File: src/rtl/byte_mem_pkg.sv
// Shared definitions for the N-channel byte-memory arbiter:
// arbitration mode codes and small index helpers.
package byte_mem_pkg;

   localparam logic ARB_RR  = 1'b0;
   localparam logic ARB_FIX = 1'b1;
   localparam int   MAX_NCH = 8;

   function automatic int clog2(input int n);
      int r;
      r = 0;
      while ((1 << r) < n) r++;
      return r;
   endfunction

   function automatic logic [2:0] onehot_to_idx(input logic [MAX_NCH-1:0] oh);
      logic [2:0] idx;
      idx = '0;
      for (int i = 0; i < MAX_NCH; i++)
         if (oh[i]) idx |= 3'(i);
      return idx;
   endfunction

endpackage

File: src/rtl/rr_arb.sv
// Round-robin / fixed-priority arbiter: combinational one-hot grant,
// registered search pointer advanced past each granted channel.
module rr_arb
   import byte_mem_pkg::*;
#(
   parameter int NCH = 2
) (
   input  logic           clk,
   input  logic           reset,
   input  logic           mode,
   input  logic [NCH-1:0] req,
   output logic [NCH-1:0] gnt
);

   localparam int PW = clog2(NCH);

   logic [PW-1:0] ptr;
   logic [PW:0]   idx;
   logic          found;
   logic [2:0]    gidx;

   // NOTE: every variable gets a default before the search loop, so no path leaves one unassigned and no latch is inferred.
   always_comb begin
      gnt   = '0;
      found = 1'b0;
      idx   = '0;
      if (!reset) begin
         for (int i = 0; i < NCH; i++) begin
            if (mode == ARB_FIX) begin
               idx = (PW+1)'(i);
            end else begin
               idx = {1'b0, ptr} + (PW+1)'(i);
               if (idx >= (PW+1)'(NCH)) idx = idx - (PW+1)'(NCH);
            end
            if (!found && req[idx[PW-1:0]]) begin
               gnt[idx[PW-1:0]] = 1'b1;
               found            = 1'b1;
            end
         end
      end
   end

   assign gidx = onehot_to_idx(MAX_NCH'(gnt));

   // NOTE: state is updated with non-blocking assignments so every flop samples pre-edge values.
   always_ff @(posedge clk) begin
      if (reset)
         ptr <= '0;
      else if (|gnt)
         ptr <= (gidx == 3'(NCH-1)) ? '0 : PW'(gidx + 3'd1);
   end

endmodule

File: src/rtl/byte_mem_arb.sv
// N-channel client front end for a single-port byte memory: arbitration,
// registered command stage and a read-tag pipeline that steers returned data.
module byte_mem_arb
   import byte_mem_pkg::*;
#(
   parameter int NCH      = 2,
   parameter int AW       = 17,
   parameter int DW       = 8,
   parameter int RD_LAT   = 1,
   parameter int ARB_MODE = 0
) (
   input  logic              clk,
   input  logic              reset,
   input  logic [NCH*AW-1:0] req_ad,
   input  logic [NCH*DW-1:0] req_di,
   input  logic [NCH-1:0]    req_en,
   input  logic [NCH-1:0]    req_wr,
   output logic [NCH-1:0]    req_rdy,
   output logic [DW-1:0]     rsp_do,
   output logic [NCH-1:0]    rsp_en,
   output logic [AW-1:0]     m_addr,
   output logic [DW-1:0]     m_di,
   output logic              m_en,
   output logic              m_wr,
   input  logic [DW-1:0]     m_do
);

   localparam logic MODE = (ARB_MODE != 0) ? ARB_FIX : ARB_RR;

   logic [NCH-1:0] gnt;
   logic [AW-1:0]  sel_ad;
   logic [DW-1:0]  sel_di;
   logic           sel_wr;
   logic [NCH-1:0] m_ch;
   logic [NCH-1:0] tag [RD_LAT];

   rr_arb #(.NCH(NCH)) u_arb (
      .clk   (clk),
      .reset (reset),
      .mode  (MODE),
      .req   (req_en),
      .gnt   (gnt)
   );

   assign req_rdy = gnt;

   // AND-OR select of the granted channel; gnt is one-hot or zero.
   always_comb begin
      sel_ad = '0;
      sel_di = '0;
      sel_wr = 1'b0;
      for (int i = 0; i < NCH; i++) begin
         sel_ad |= req_ad[i*AW +: AW] & {AW{gnt[i]}};
         sel_di |= req_di[i*DW +: DW] & {DW{gnt[i]}};
         sel_wr |= req_wr[i] & gnt[i];
      end
   end

   always_ff @(posedge clk) begin
      if (reset) begin
         m_en   <= 1'b0;
         m_wr   <= 1'b0;
         m_addr <= '0;
         m_di   <= '0;
         m_ch   <= '0;
      end else begin
         m_en <= |gnt;
         m_ch <= gnt;
         if (|gnt) begin
            m_addr <= sel_ad;
            m_di   <= sel_di;
            m_wr   <= sel_wr;
         end
      end
   end

   // NOTE: the tag pipeline must be reset because it qualifies rsp_en; the read data path needs no reset.
   always_ff @(posedge clk) begin
      if (reset) begin
         for (int s = 0; s < RD_LAT; s++) tag[s] <= '0;
      end else begin
         tag[0] <= (m_en && !m_wr) ? m_ch : '0;
         for (int s = 1; s < RD_LAT; s++) tag[s] <= tag[s-1];
      end
   end

   assign rsp_en = tag[RD_LAT-1];
   assign rsp_do = m_do;

endmodule
File: config.mk
export PLATFORM = sky130hd
export DESIGN_NAME = byte_mem_arb
export DESIGN_NICKNAME = d
export VERILOG_FILES = /design/src/rtl/byte_mem_pkg.sv /design/src/rtl/rr_arb.sv /design/src/rtl/byte_mem_arb.sv
export SDC_FILE = /design/constraint.sdc
export NUM_CORES = 1
export LEC_CHECK = 0
export BUFFER_PORTS_ARGS = -buffer_cell sky130_fd_sc_hd__clkbuf_2
export CAP_MARGIN = 25
export CORE_UTILIZATION = 35
export CTS_BUF_LIST = sky130_fd_sc_hd__clkbuf_8
export CTS_CLUSTER_SIZE = 12
export DETAILED_ROUTE_END_ITERATION = 8
export GPL_ROUTABILITY_DRIVEN = 0
export PLACE_DENSITY = 0.67
export SYNTH_ARGS = -nofsm -noshare
export SYNTH_HDL_FRONTEND = slang
export SYNTH_SLANG_ARGS = --single-unit
File: constraint.sdc
create_clock -name clk -period 1.4 [get_ports clk]
set_input_delay 0.07 -clock clk [delete_from_list [all_inputs] [get_ports clk]]
set_output_delay 0.07 -clock clk [all_outputs]
set_load 0.02 [all_outputs]
==> results_dict.tcl <==
set metrics [dict create \
    diodes 0 \
    synth_xor_area_frac 0 \
    hold_depth 2 \
    grt_util_met3 0.0611 \
    pwr-share-comb 0.223 \
    dpl.hpwl_um 2900 \
    critPathCaptureType "primary output" \
    synthMuxAreaShare 0 \
    min_period_ns 1.29 \
    via_per_inst 4.98 \
    worstPathArrival_ns 1.22 \
    die-area_um2 5170 \
    hold_ws_ns 0.0567 \
    die_w_um 71.9 \
    fin_util 0.469 \
    drt_first_pass_iters 4 \
    grt_max_degree 31 \
    drc_errors 0 \
    clock_skew_ns 0.00195 \
    io_pins 103 \
    met2_usage 0.265 \
    numPortBuffers 86 \
    fin_nets 339 \
    p_clk_frac 0.360 \
    synth_area_leader_cell "dfxtp_1" \
    top_usage_layer "met2" \
    initialDrtViolationCount 121 \
    power_density_nw_per_um2 1110 \
    cts_tree "yes" \
    antenna_found_initial 0 \
    crit_start "u_arb.ptr$_SDFFE_PP0P_" \
    grt_pass1_vias 1490 \
    status "completed" \
    ys_seq_elements 32 \
    via_count 1709 \
    worst_hold_path_type "input port to flop" \
    rsz0062_at_grt "no" \
    dp_slack_ns 0.223 \
    setup_viol 0 \
    clock_tree.root_cell "clkbuf_8" \
    cts.htree.levels 2 \
    seq_power_share 0.417 \
    synth_top_area_frac 0.375 \
    ir_drop_v 0.000349 \
    required_ns 1.33 \
    regToRegEndpoint "m_addr[16]$_SDFFE_PP0P_" \
    clk_latency_ns 0.28 \
    fp.dieH_um 71.9 \
    dp_cells 335 \
    max_clock_freq_mhz 777 \
    yosys.area_share.simple 0.105 \
    fin_tns_setup_ns 0 \
    syn-num-nets 268 \
    endpoint "req_rdy[0]" \
    r2r_cells 3 \
    start_util 0.362 \
    synth_top_family_by_area "compound AO/OA/AOI/OAI gates" \
    p_sw_frac 0.293 \
    synthesis.area_um2 1710 \
    area_delta_synth_final_pct 29.5 \
    yosysWarnings 0 \
    drive_above_1_share 0.409 \
    worstSetupPathType "flop to primary output" \
    rows 25 \
    synth_compound_area_frac 0.345 \
    synth_area_leaders "dfxtp_1, o221a_1, a31oi_1, a21oi_1, nor2_1" \
    use_met1 0.219 \
    ctsHoldBuffers 0 \
    finalWorstSetupSlack_ns 0.113 \
    p_int_mw 1.75 \
    yosys.area_share.adder 0 \
    track_usage 0.169 \
    cp_max_fo 28 \
    fin_cells 343 \
    synth_area_per_cell_um2 8.38 \
    nFillCells 476 \
    core_um2 4720 \
    drv_cap 0 \
    post_cts_buffers 0 \
    hold_viol 0 \
    power_leakage_nw 1.11 \
    startpoint_type "flop" \
    clkSinkCount 32 \
    grt_pass1_wl_um 6870 \
    cts.clk_slew.worst_paths_ns 0.07 \
    slew_headroom 0.730 \
    grt_overflow 0 \
    clockBufferDepth 2 \
    synth.distinct_cells 16 \
    synthCells 204 \
    power_switching_uw 722 \
    fin_crit_sh 0.919 \
    routed_wl_um 4260 \
    reg2reg_from "u_arb.ptr$_SDFFE_PP0P_" \
    max_slew.worst_pin.slew_ns 0.406 \
    ant_nets 0 \
    slew_viol_final 0 \
    numCtsBuffers 5 \
    ys_seq_area_frac 0.375 \
    wl_per_cell_um 12.4 \
    r2r_setup_slack_ns 0.36 \
]
-- final cells by class --
class	instances	area, um2	area share
clock buffers	5	68.8	0.0311
clock inverters	3	42.5	0.0192
inverters	26	97.6	0.0441
multi-input cells	117	785	0.354
flip-flops and latches	32	642	0.290
well taps	67	83.8	0.0379
repair buffers	93	495	0.224
-- critical path: stages (launching register included) --
cell	delay, ns
dfxtp_2	0.42
nand2_4	0.09
nand2_8	0.19
nor2_1	0.06
clkbuf_2	0.17
-- synthesized netlist by cell type --
cell      number
buf_2          8
o221a_2        8
nor3b_1        2
buf_4         12
o21ai_0        1
nor4bb_1       2
a21oi_1       26
o221a_1       18
a31oi_1       26
nor2_1        31
dfxtp_1       32
clkbuf_1       4
nor2b_1        1
nand2_4        2
buf_6          5
inv_1         26
-- routing by layer --
metal | vias to the layer above | wire length [um]
met4 | 0 | 22
li1 | 868 | -
met2 | 75 | 1910
met5 | - | 0
met1 | 762 | 2000
met3 | 4 | 333
-- flip-flops by register name, indices dropped and copies added (netlist names) --
name	flops
m_di	8
m_wr	1
tag	2
m_addr	17
u_arb.ptr	1
m_en	1
m_ch	2
-- power by group through the flow --
stage / combinational [mW] / clock [mW] / sequential (mW)
after floorplan: 0.323 / 0 / 1.12
after global placement: 0.541 / 0 / 1.05
after detailed placement: 0.548 / 0 / 1.05
after CTS: 0.553 / 0.913 / 1.03
after global routing: 0.607 / 0.954 / 1.04
final: 0.551 / 0.889 / 1.03
-- how the worst min path moves through the flow --
| stage | slack, ns | end | startpoint |
|---|---|---|---|
| after floorplan | 0.25 | rsp_do[0] | m_do[0] |
| after global placement | 0.14 | rsp_do[0] | m_do[0] |
| after detailed placement | 0.14 | rsp_do[0] | m_do[0] |
| after CTS | 0.05 | m_addr[9]$_SDFFE_PP0P_ | req_ad[9] |
| after global routing | 0.04 | m_di[1]$_SDFFE_PP0P_ | req_di[1] |
| final | 0.06 | m_addr[9]$_SDFFE_PP0P_ | req_ad[9] |
-- what timing repair did --
| item | in CTS | in global routing |
|---|---|---|
| pin swaps | 0 | 0 |
| gates cloned | 0 | 0 |
| endpoints found under the setup margin | 1 | 1 |
| resized for setup | 2 | 1 |
-- placed cells by master (no fill, tap or decap), types with 2 or more instances in the layout --
cell	instances
clkbuf_8	5
a21oi_1	26
buf_4	6
a31oi_1	26
nor2_1	31
o221a_2	8
clkbuf_2	86
inv_1	26
nor4bb_1	2
dfxtp_1	31
o221a_1	18
-- kinds of logic (layout without fill, tap and decap cells) --
group	count (synthesis)	count (layout)
buffers and inverters	55	127
and+or+nand+nor	38	38
AOI/OAI and AO/OA	79	79
DFF	32	32
-- stage by stage --
step                      instance area [um2]  total power [mW]
final                                    2210              2.47
after global routing                     2210              2.60
after CTS                                2210              2.49
after detailed placement                 2090              1.59
after global placement                   2090              1.59
after floorplan                          1710              1.45
Note: power is estimated with default switching activity, not from simulation.
